## config.mk

```make
export PLATFORM = sky130hd
export DESIGN_NAME = keypad_item_requester
export DESIGN_NICKNAME = d
export VERILOG_FILES = /design/src/rtl/keypad_item_requester.sv
export SDC_FILE = /design/constraint.sdc
export NUM_CORES = 1
export LEC_CHECK = 0
export ABC_AREA = 1
export BUFFER_PORTS_ARGS = -buffer_cell sky130_fd_sc_hd__buf_2
export CORE_ASPECT_RATIO = 1.5
export CORE_UTILIZATION = 50
export CTS_BUF_LIST = sky130_fd_sc_hd__clkbuf_16
export DETAILED_ROUTE_END_ITERATION = 7
export GPL_TIMING_DRIVEN = 0
export PLACE_DENSITY = 0.72
export SYNTH_ARGS = -nofsm -noshare
export SYNTH_HDL_FRONTEND = slang
export SYNTH_SLANG_ARGS = --single-unit
```

## constraint.sdc

```tcl
create_clock -name clk -period 2.7 [get_ports clk]
set_clock_uncertainty 0.1 [all_clocks]
set_input_delay 0 -clock clk [delete_from_list [all_inputs] [get_ports clk]]
set_output_delay 0 -clock clk [all_outputs]
set_load 0.05 [all_outputs]
```

## src/rtl/keypad_item_requester.sv

```systemverilog
// keypad_item_requester
//   Collects decimal digits from the keypad decoder into an item address,
//   range-checks it, and requests that item from the item selector using a
//   valid/ready handshake. Completion, entry errors and handshake timeouts are
//   reported to the front-panel controller.
//
// Ports
//   clk               in   system clock, rising edge
//   rstn              in   asynchronous active-low reset
//   key_valid         in   one-cycle strobe qualifying key_code
//   key_code[3:0]     in   0-9 digit, A CLEAR, B ENTER, C-F ignored
//   selection_ready   in   item selector can accept a request
//   item_select       out  requested item address (meaningful while valid)
//   item_select_valid out  request valid, held until accepted or aborted
//   busy              out  request in flight; keys are ignored
//   req_done          out  one-cycle pulse after an accepted transfer
//   req_error         out  one-cycle pulse on any error
//   err_code[1:0]     out  0 none, 1 digit overflow, 2 out of range, 3 timeout
module keypad_item_requester #(
  parameter int ITEM_ADDR_WIDTH = 10,
  parameter int MAX_DIGITS      = 4,
  parameter int MAX_ITEMS       = 1000,
  parameter int TIMEOUT_CYCLES  = 255
) (
  input  logic                       clk,
  input  logic                       rstn,
  input  logic                       key_valid,
  input  logic [3:0]                 key_code,
  input  logic                       selection_ready,
  output logic [ITEM_ADDR_WIDTH-1:0] item_select,
  output logic                       item_select_valid,
  output logic                       busy,
  output logic                       req_done,
  output logic                       req_error,
  output logic [1:0]                 err_code
);

  localparam int ACC_W = ITEM_ADDR_WIDTH + 4;
  localparam int CNT_W = $clog2(MAX_DIGITS + 1);
  localparam int TMO_W = $clog2(TIMEOUT_CYCLES + 1);

  localparam logic [ACC_W-1:0] ACC_LIMIT = ACC_W'(MAX_ITEMS);
  localparam logic [CNT_W-1:0] CNT_MAX   = CNT_W'(MAX_DIGITS);
  // Abort on the edge that ends the TIMEOUT_CYCLES-th REQ cycle.
  localparam logic [TMO_W-1:0] TMO_LAST  = TMO_W'(TIMEOUT_CYCLES - 1);

  localparam logic [1:0] ERR_NONE     = 2'd0;
  localparam logic [1:0] ERR_OVERFLOW = 2'd1;
  localparam logic [1:0] ERR_RANGE    = 2'd2;
  localparam logic [1:0] ERR_TIMEOUT  = 2'd3;

  typedef enum logic [1:0] {
    S_IDLE  = 2'd0,
    S_ENTRY = 2'd1,
    S_REQ   = 2'd2
  } state_t;

  state_t                     state_q, state_d;
  logic [ACC_W-1:0]           acc_q, acc_d;
  logic [CNT_W-1:0]           cnt_q, cnt_d;
  logic [TMO_W-1:0]           tmo_q, tmo_d;
  logic [ITEM_ADDR_WIDTH-1:0] item_q, item_d;
  logic [1:0]                 err_code_q, err_code_d;
  logic                       done_q, done_d;
  logic                       error_q, error_d;

  logic is_digit, is_clear, is_enter;

  assign is_digit = key_valid && (key_code <= 4'd9);
  assign is_clear = key_valid && (key_code == 4'hA);
  assign is_enter = key_valid && (key_code == 4'hB);

  // State register
  always_ff @(posedge clk or negedge rstn) begin
    if (!rstn) begin
      state_q    <= S_IDLE;
      acc_q      <= '0;
      cnt_q      <= '0;
      tmo_q      <= '0;
      item_q     <= '0;
      err_code_q <= ERR_NONE;
      done_q     <= 1'b0;
      error_q    <= 1'b0;
    end else begin
      state_q    <= state_d;
      acc_q      <= acc_d;
      cnt_q      <= cnt_d;
      tmo_q      <= tmo_d;
      item_q     <= item_d;
      err_code_q <= err_code_d;
      done_q     <= done_d;
      error_q    <= error_d;
    end
  end

  // Next-state and datapath update
  always_comb begin
    state_d    = state_q;
    acc_d      = acc_q;
    cnt_d      = cnt_q;
    tmo_d      = tmo_q;
    item_d     = item_q;
    err_code_d = err_code_q;
    done_d     = 1'b0;
    error_d    = 1'b0;

    unique case (state_q)
      S_IDLE: begin
        // ENTER/CLEAR with no digits pending are deliberately no-ops.
        if (is_digit) begin
          acc_d   = ACC_W'(key_code);
          cnt_d   = CNT_W'(1);
          state_d = S_ENTRY;
        end
      end

      S_ENTRY: begin
        if (is_digit) begin
          if (cnt_q == CNT_MAX) begin
            error_d    = 1'b1;
            err_code_d = ERR_OVERFLOW;
            acc_d      = '0;
            cnt_d      = '0;
            state_d    = S_IDLE;
          end else begin
            acc_d = acc_q * ACC_W'(10) + ACC_W'(key_code);
            cnt_d = cnt_q + CNT_W'(1);
          end
        end else if (is_clear) begin
          acc_d   = '0;
          cnt_d   = '0;
          state_d = S_IDLE;
        end else if (is_enter) begin
          if (acc_q >= ACC_LIMIT) begin
            error_d    = 1'b1;
            err_code_d = ERR_RANGE;
            acc_d      = '0;
            cnt_d      = '0;
            state_d    = S_IDLE;
          end else begin
            err_code_d = ERR_NONE;
            item_d     = acc_q[ITEM_ADDR_WIDTH-1:0];
            tmo_d      = '0;
            state_d    = S_REQ;
          end
        end
      end

      S_REQ: begin
        // Transfer is checked first so a handshake on the expiry edge wins.
        if (selection_ready) begin
          done_d  = 1'b1;
          acc_d   = '0;
          cnt_d   = '0;
          tmo_d   = '0;
          state_d = S_IDLE;
        end else if (tmo_q == TMO_LAST) begin
          error_d    = 1'b1;
          err_code_d = ERR_TIMEOUT;
          acc_d      = '0;
          cnt_d      = '0;
          tmo_d      = '0;
          state_d    = S_IDLE;
        end else begin
          tmo_d = tmo_q + TMO_W'(1);
        end
      end

      default: begin
        state_d = S_IDLE;
      end
    endcase
  end

  // Outputs; valid/busy decode straight from the state flop so reset drops
  // them asynchronously.
  always_comb begin
    item_select_valid = (state_q == S_REQ);
    busy              = (state_q == S_REQ);
    item_select       = item_q;
    req_done          = done_q;
    req_error         = error_q;
    err_code          = err_code_q;
  end

endmodule

```

Word level (Yosys, flattened, before mapping):

Cells that the tools add are included.

* bits in registers: 41
* logic and storage cells: 99

* add/subtract/negate cells: 3
* mux-type cells: 52
* bitwise operators: 3
* multiply operators: 1
* $lt $le $gt $ge: 2
* reduce and logical (&&, ||, !) cells: 11
* eq/ne operators: 19

Operators by type and width (count)
* $mux 14: 8
* $mux 8: 6
* $pmux 14 s3: 1
* $mux 2: 15
* $mux 3: 8
* $pmux 8 s2: 1
* $reduce_and 5->1: 3
* $add 14x4->14: 1
* $ge 14x10->1 const B: 1
* $mul 14x3->13 const B: 1
* $ne 2x2->1 const B: 6
* $mux 1: 9
* $ne 3x3->1 const B: 3
* $pmux 3 s3: 1
* $add 8x1->8 const B: 1
* $eq 4x4->1 const B: 2
* $eq 8x8->1 const B: 1
* $ne 4x4->1 const B: 2
* $pmux 2 s3: 1
* $reduce_and 6->1: 1
* $le 4x4->1 const B: 1
* $pmux 2 s2: 1
* $reduce_and 4->1: 1
* $add 3x1->3 const B: 1
* 11 further kinds: 15

Depth between registers and ports, before layout:

Gate-level depths: netlist of run 1.

* depth in word-level cells: 6
* mapped depth: 16
* depth with buffers taken out: 16

Worst setup path after synthesis of run 1:

Ideal clock, no wire load.

* path kind: flip-flop to flip-flop
* from: register acc_q[1]
* to: register acc_q[12]
* cell stages (with the launch flop): 13
* setup slack: 0.232 ns
* clock period less this slack: 2.468 ns
* path buffers: 0
* arrival: 2.251 ns
* cells stage by stage: dfrtp_1 > ha_1 > ha_1 > inv_1 > fa_1 > nor2_1 > nand4_1 > nand2_1 > nand4_1 > nor2_1 > nand3_1 > nand3_1 > nand2_1

* cells in the longest elaborated chain, start to end: 5
* elaborated cells on any way between the ends: 8
* those cells by class: 1 x add/sub; 1 x mul; 1 x order compare; 1 x eq/ne; 3 x mux; 1 x reduce/logical

RTL lines
* start, declared: line 59 `logic [ACC_W-1:0] acc_q, acc_d;`
* start signal, assigned: line 77 `acc_q <= '0;`
* start signal, assigned: line 86 `acc_q <= acc_d;`
* $mul 14x3->13: line 126 `acc_d = acc_q * ACC_W'(10) + ACC_W'(key_code);`
* $add 14x4->14: line 126
* $mux 14: line 119 `if (cnt_q == CNT_MAX) begin`
* $mux 14: line 118 `if (is_digit) begin`
* $pmux 14 s3: line 107 `unique case (state_q)`

Several ways; a longest one is shown, not always the timed one.
A chain may end at the register's enable or synchronous reset.

Final worst setup path of run 1:

* from: register acc_q[1]
* to: register acc_q[13]

The elaborated chain is that of the path after synthesis.

==> summary.md, run 1 <==
| Metric | Value |
|---|---|
| WP data required | 2.77 ns |
| Cells after Synth | 407 |
| Final period utilization | between 90 and 100% |
| CP startpoint kind | flip-flop |
| Root Buffer | clkbuf_16 |
| R2R Path Start | acc_q[1] |
| Port buffer count | 23 |
| Library cells used by synthesis | 37 |
| # nets final | 487 |
| Metal3 WL | 127 µm |
| DP HPWL | 5.29 mm |
| Critical path class | flip-flop to flip-flop |
| Hold Slack | ~0.022 ns |
| GPL Wtd Cong | 0.815 |
| Syn-to-layout area delta | 16.4% |
| Net Count, Synth | approximately 450 |
| GRT overflow | 0 |
| FF+latch count, synth | 41 |
| Die W | approximately 66 µm |
| Compound-Gate Fraction of Synth Area | 9.93% |
| Worst setup path end | acc_q[13] |
| Largest family of logic cells by synthesized area | simple AND/OR/NAND/NOR gates |
| Post-synthesis simple-gate area fraction | 30.7% |
| R2R Path End | acc_q[13] |
| Crit path capture type | flip-flop |
| Chip height | 97.8 µm |
| Fin util | 60.7% |
| Metal2 WL | 3.73 mm |
| Crit path launch | acc_q[1] |
| Status | completed |
| Largest net degree at the start of global routing | 42 |
| Register-to-Register Setup Slack | 0.10 ns |
| Vias | between 2000 and 3000 |
| Fin. max-slew vios | 0 |
| Mux contribution to synthesized area | less than 1% |
| Seq/Total Area, Yosys | 33.5% |
| Placed cell areas | roughly 3300 µm² |
| Post-DRT Antenna Nets | 0 |
| Per-cell routed wire length | about 13 µm |
| Die area | 6450 µm² |
| Maximum VDD drop | 0.489 mV |
| Final period demand of the worst path | 2.60 ns |
| Inserted Diodes | 0 |
| Num ports | 24 |
| H-tree depth | 2 |
| Initial antenna violation count | 0 |
| Hold Vio Cnt, Final | 0 |
| Leakage | 1.92 nW |
| CORE AREA | 5870 µm² |
| Max cap viols | 0 |
| Worst R2R Path Depth | 14 |
| # rows | 34 |
| GRT Resource Usage Total | 23.0% |
| CTS tree | built |
| Worst Tran Pin Value | 0.916 ns |
| Final number of setup-violating endpoints | 0 |
| Residual DRC count | 0 |
| Clk buf depth | 2 |
| Clk Latency, worst-skew pair | around 0.28 ns |
| Post-Syn Area | around 3100 µm² |
| Commonest non-fill, non-tap cells in the layout | nand2_1, inv_1, nand3_1 |
| Worst path arrival time | 2.67 ns |
| Share of layout cells above drive strength 1 | 16.3% |
| TritonRoute pass-1 iters | 5 |
| Dpl cells | 502 |
| Final instance area | 3560 µm² |
| TritonCTS buffer count | 5 |
| Drt initial violations | 119 |
| Worst hold path type | input pin to flip-flop |
| Post-synthesis adder-cell area fraction | roughly 14% |
| Fillers | between 500 and 600 |
| Post-route insts no fill | 520 |
| Slew headroom | a little under 40% |
| First-pass GRT wire length | 11.7 mm |
| Initial Util | roughly 52% |
| Mapped Avg Cell Area | 7.52 µm² |
| Max frequency | 385 MHz |
| Commonest non-fill, non-tap cell in the layout | nand2_1 |
| Met1 WL | 2.79 mm |
| Highest metal used | met4 |
| Xor/xnor share of the synthesized area | 2.57% |
| Yosys warns | 0 |
| Final total power | 3.03 mW |
| Vias in the first global route | ~2800 |
| Routed WL | roughly 6.7 mm |
| CP Max Fanout | 4 |
| Clock-pin slew on the worst setup and hold paths | approximately 0.060 ns |
| CTS Sinks | 41 |
| Cell Pwr Density | about 850 nW/µm² |
| Vias/cell | between 5 and 6 |
==> synth_stat cells, drive strengths merged <==
cell type,count,area (µm²)
o21bai,3,33.8
clkbuf,1,3.75
o21ai,28,140
inv,66,248
nor2,25,115
or2,2,12.5
ha,30,375
buf,3,23.8
and3,2,12.5
a31oi,1,6.26
a21oi,12,60.1
o31ai,2,15.0
nor3,4,42.5
nand3,48,288
nand2,112,425
mux2,2,22.5
nand4,6,37.5
xor2,3,26.3
xnor2,6,52.6
dfrtp,41,1030
and2,1,6.26
o22ai,4,25.0
fa,2,40.0
a32oi,1,8.76
o211ai,2,15.0
==> worst min-delay path by stage <==
stage / startpoint / endpoint / slack (ns) / cells past startpoint
finish: key_code[3] / acc_q[3] / 0.02 / 5
global route: key_code[3] / acc_q[3] / 0.04 / 5
CTS: key_code[3] / acc_q[3] / 0.01 / 5
detailed placement: rstn / tmo_q[3] / 0.08 / 1
global placement: rstn / tmo_q[3] / 0.08 / 1
floorplan: rstn / acc_q[0] / -0.40 / 0
==> critical path, cell delays in order, from the launching register on <==
cell and delay [ns]:
dfrtp_2 0.43, ha_1 0.31, ha_2 0.18, inv_1 0.06
fa_2 0.47, inv_1 0.09, nand3_2 0.12, nor2_4 0.15
nand2_1 0.06, nor2_1 0.10, nand3_1 0.11, nor2_1 0.11
nand2_1 0.06, nand3_1 0.07, nand2_1 0.05
==> through the flow <==
step	TNS, ns	setup WS, ns
after global routing	-0.0416	-0.0215
after CTS	-0.00990	-0.00990
after detailed placement	-0.108	-0.0698
final	0	0.104
after floorplan	0	0.232
after global placement	-0.0344	-0.0320
==> logic make-up after synthesis <==
family	after synthesis
and+or+nand+nor	200
buffers and inverters	70
AOI/OAI and AO/OA	53
DFF	41
adders and majority gates	32
xor gates and xnor gates	9
muxes	2
==> final cells by class <==
type | count | area (µm²) | share of cell area (%)
repair buffers | 33 | 203 | 5.69
flip-flops and latches | 41 | 1030 | 28.8
inverters | 66 | 248 | 6.95
well taps | 72 | 90.1 | 2.53
multi-input cells | 296 | 1810 | 50.7
clock buffers | 5 | 125 | 3.51
clock inverters | 3 | 37.5 | 1.05
plain buffers | 4 | 27.5 | 0.772
==> where the power goes <==
group          internal (mW)  leakage [nW]  switching, mW  total (mW)
sequential             0.728         0.558         0.0900       0.818
clock                  0.429        0.0826          0.230       0.659
combinational          0.497          1.28           1.05        1.55
==> flip-flops by register name, summed over array words and instances (netlist names) <==
name and flops:
acc_q 14, req_done 1, state_q 2, item_select 10, err_code 2, cnt_q 3
tmo_q 8, req_error 1
==> routing by layer <==
layer	global-route usage [%]	vias up
li1	-	1405
met1	25.3	1295
met2	42.5	41
met3	3.27	8
met4	9.36	0
met5	0	-
==> repair_timing <==
action | 4_1_cts | 5_1_grt
setup endpoints to repair | 3 | 5
resized for setup | 3 | 13
pin swaps | 0 | 6
gates cloned | 0 | 0
hold buffers | 5 | 0
endpoints found under the hold margin | 45 | 0
setup buffers | 0 | 5
Note: power is estimated with default switching activity, not from simulation.
==> run 2: changes to the inputs <==
--- a/config.mk
+++ b/config.mk
@@ -13,6 +13,7 @@
 export DETAILED_ROUTE_END_ITERATION = 7
 export GPL_TIMING_DRIVEN = 0
 export PLACE_DENSITY = 0.72
+export REMOVE_ABC_BUFFERS = 1
 export SYNTH_ARGS = -nofsm -noshare
 export SYNTH_HDL_FRONTEND = slang
 export SYNTH_SLANG_ARGS = --single-unit
==> run 2 against run 1 <==
Net effect:
- count of clock-buffer cells in the layout unchanged
- worst hold slack improved by 0.015 ns
- combinational power about the same
- via count decreased by 1.3%
- power increased by 0.57%
- die area unchanged
- sequential share of layout area about the same
- register-to-register slack improved by 0.09 ns
- critical path depth unchanged
- routed wire length decreased by 1.0%
- maximum frequency increased by 3.7%
- cell count decreased by 0.96%
==> summary.md, run 2 (synthesis results as in run 1) <==
| Metric | Value |
|---|---|
| Die area | 6450 µm² (unchanged) |
| Stages on worst setup path | 14 (unchanged) |
| Fin. max-slew vios | 0 (unchanged) |
| First-pass GRT wire length | 11.7 mm (about the same) |
| Worst R2R Path Depth | 14 (unchanged) |
| CORE AREA | 5870 µm² (unchanged) |
| Most used cell, CP | nand2_1 (unchanged) |
| Crit path capture type | flip-flop (unchanged) |
| Status | completed (unchanged) |
| Register-to-Register Setup Slack | 0.20 ns (was 0.10 ns) |
| Place WS | -0.0692 ns (was -0.0698 ns) |
| Hold wc startpoint | key_code[3] (unchanged) |
| CP Max Fanout | 3 (was 4) |
| Cell Chain, Critical Path | ha_4 -> ha_4 -> inv_2 -> fa_2 -> inv_2 -> nand3_2 -> nor2_4 -> nand2_1 -> nor2_2 -> nand3_2 -> nor2_1 -> nand2_1 -> nand3_1 -> nand2_1 (was ha_1 -> ha_2 -> inv_1 -> fa_2 -> inv_1 -> nand3_2 -> nor2_4 -> nand2_1 -> nor2_1 -> nand3_1 -> nor2_1 -> nand2_1 -> nand3_1 -> nand2_1) |
| Drt initial violations | 81 (was 119) |
| Max stage delay on crit path | 0.48 ns (was 0.47 ns) |
| Clock-pin slew on the worst setup and hold paths | 0.06 ns (about the same) |
| Final total power | 3.05 mW (was 3.03 mW) |
| Post-route insts no fill | 515 (was 520) |
| Placed cell areas | 3240 µm² (was 3270 µm²) |
| Routed WL | 6.67 mm (was 6.74 mm) |
| Initial Util | 52.2% (unchanged) |
| CTS Sinks | 41 (unchanged) |
| Clk buf depth | 2 (unchanged) |
| Maximum VDD drop | 0.564 mV (was 0.489 mV) |
| Hold path depth | 5 (unchanged) |
| Clk Latency, worst-skew pair | 0.29 ns (was 0.28 ns) |
| # rows | 34 (unchanged) |
| CP startpoint kind | flip-flop (unchanged) |
| Setup WS post-layout | 0.196 ns (was 0.104 ns) |
| Dpl cells | 498 (was 502) |
| Chip height | 97.8 µm (unchanged) |
| Critical path class | flip-flop to flip-flop (unchanged) |
| TritonCTS buffer count | 5 (unchanged) |
| Crit path launch | acc_q[1] (unchanged) |
| Commonest non-fill, non-tap cells in the layout | nand2_1, inv_1, nand3_1, dfrtp_1, ha_1 (was nand2_1, inv_1, nand3_1) |
| Max cap viols | 0 (unchanged) |
| Fin util | 60.8% (was 60.7%) |
| GPL Wtd Cong | 0.880 (was 0.815) |
| Final period demand of the worst path | 2.50 ns (was 2.60 ns) |
| Crit-path leading delay family | adder cells (unchanged) |
| Final instance area | 3570 µm² (was 3560 µm²) |
| DP HPWL | 5.00 mm (was 5.29 mm) |
| Vias | 2712 (was 2749) |
| RSZ-0062 raised after global routing | no |
| Slew headroom | 38.2% (was 38.9%) |
| Final number of setup-violating endpoints | 0 (unchanged) |
| Leakage | 1.90 nW (was 1.92 nW) |
| Share of layout cells above drive strength 1 | 16.9% (was 16.3%) |
| CTS tree | built (unchanged) |
| GRT overflow | 0 (unchanged) |
| Port buffer count | 23 (unchanged) |
| Syn-to-layout area delta | 16.5% (was 16.4%) |
| Hold Vio Cnt, Final | 0 (unchanged) |
| Num ports | 24 (unchanged) |
| Vias in the first global route | 2785 (was 2750) |
| Vias/cell | 5.27 (was 5.29) |
| TritonRoute pass-1 iters | 4 (was 5) |
| Cell Pwr Density | 854 nW/µm² (was 850 nW/µm²) |
| Initial antenna violation count | 0 (unchanged) |
| Residual DRC count | 0 (unchanged) |
| Worst path arrival time | 2.57 ns (was 2.67 ns) |
| WP data required | 2.77 ns (about the same) |
| Final period utilization | 92.8% (was 96.2%) |
| Largest register by flop count | acc_q (unchanged) |
| H-tree depth | 2 (unchanged) |
| Largest net degree at the start of global routing | 42 (unchanged) |
| Worst setup path end | acc_q[13] (unchanged) |
| # nets final | 482 (was 487) |
| Inserted Diodes | 0 (unchanged) |
| WP buf/inv | 2 (unchanged) |
| Post-DRT Antenna Nets | 0 (unchanged) |
| Worst Tran Pin Value | 0.927 ns (was 0.916 ns) |
| CP max-delay cell | fa_2 (unchanged) |
| Commonest non-fill, non-tap cell in the layout | nand2_1 (unchanged) |
| R2R Path End | acc_q[13] (unchanged) |
| Die W | 65.9 µm (unchanged) |
| Worst hold path type | input pin to flip-flop (unchanged) |
| GRT Resource Usage Total | 23.2% (was 23.0%) |
| Root Buffer | clkbuf_16 (unchanged) |
| Per-cell routed wire length | 13.0 µm (about the same) |
| Largest register FFs | 14 (unchanged) |
| Max frequency | 399 MHz (was 385 MHz) |
| R2R Path Start | acc_q[1] (unchanged) |
[run 2: per-layer routing]
layer	up-vias	track usage, %	wire [µm]
met1	1262	26.2	2800
li1	1392	-	-
met3	15	3.39	196
met4	0	10.2	213
met2	43	41.7	3460
met5	-	0	0
[run 2: repair_timing]
action / 4_1_cts / 5_1_grt
hold buffers: 5 / 0
setup buffers: 2 / 2
resized for setup: 7 / 14
hold endpoints to repair: 46 / 0
pin swaps: 3 / 8
setup endpoints to repair: 4 / 4
[run 2: report_power, final]
group          internal [mW]  total, mW  switching (mW)  leakage (nW)
Sequential             0.728      0.816          0.0880         0.558
Combinational          0.487       1.54            1.05          1.26
Clock                  0.438      0.692           0.255        0.0800
[run 2: cell type report]
type | count | area (µm²)
Fill cell | 519 | 2300
Multi-Input combinational cell | 296 | 1840
Sequential cell | 41 | 1030
Inverter | 66 | 248
Timing Repair Buffer | 32 | 195
Clock buffer | 5 | 125
Tap cell | 72 | 90.1
Clock inverter | 3 | 46.3
[run 2: worst min path at each step]
stage	to	slack, ns
3_5_place_dp	item_select[0]	0.09
6_report	acc_q[3]	0.04
5_1_grt	acc_q[3]	0.06
3_3_place_gp	item_select[0]	0.09
2_1_floorplan	acc_q[0]	-0.40
4_1_cts	acc_q[3]	0.03
[run 2: through the flow]
step                TNS [ns]  hold slack, ns
global placement     -0.0459          0.0854
CTS                        0          0.0308
detailed placement    -0.128          0.0917
floorplan                  0          -0.396
global route               0          0.0623
finish                     0          0.0364
[run 2: worst min-delay path: cells and delay by family]
kind / cells / cell delay, ns
AOI/OAI and AO/OA: 2 / 0.15
and+or+nand+nor: 2 / 0.12
buffers and inverters: 1 / 0.12
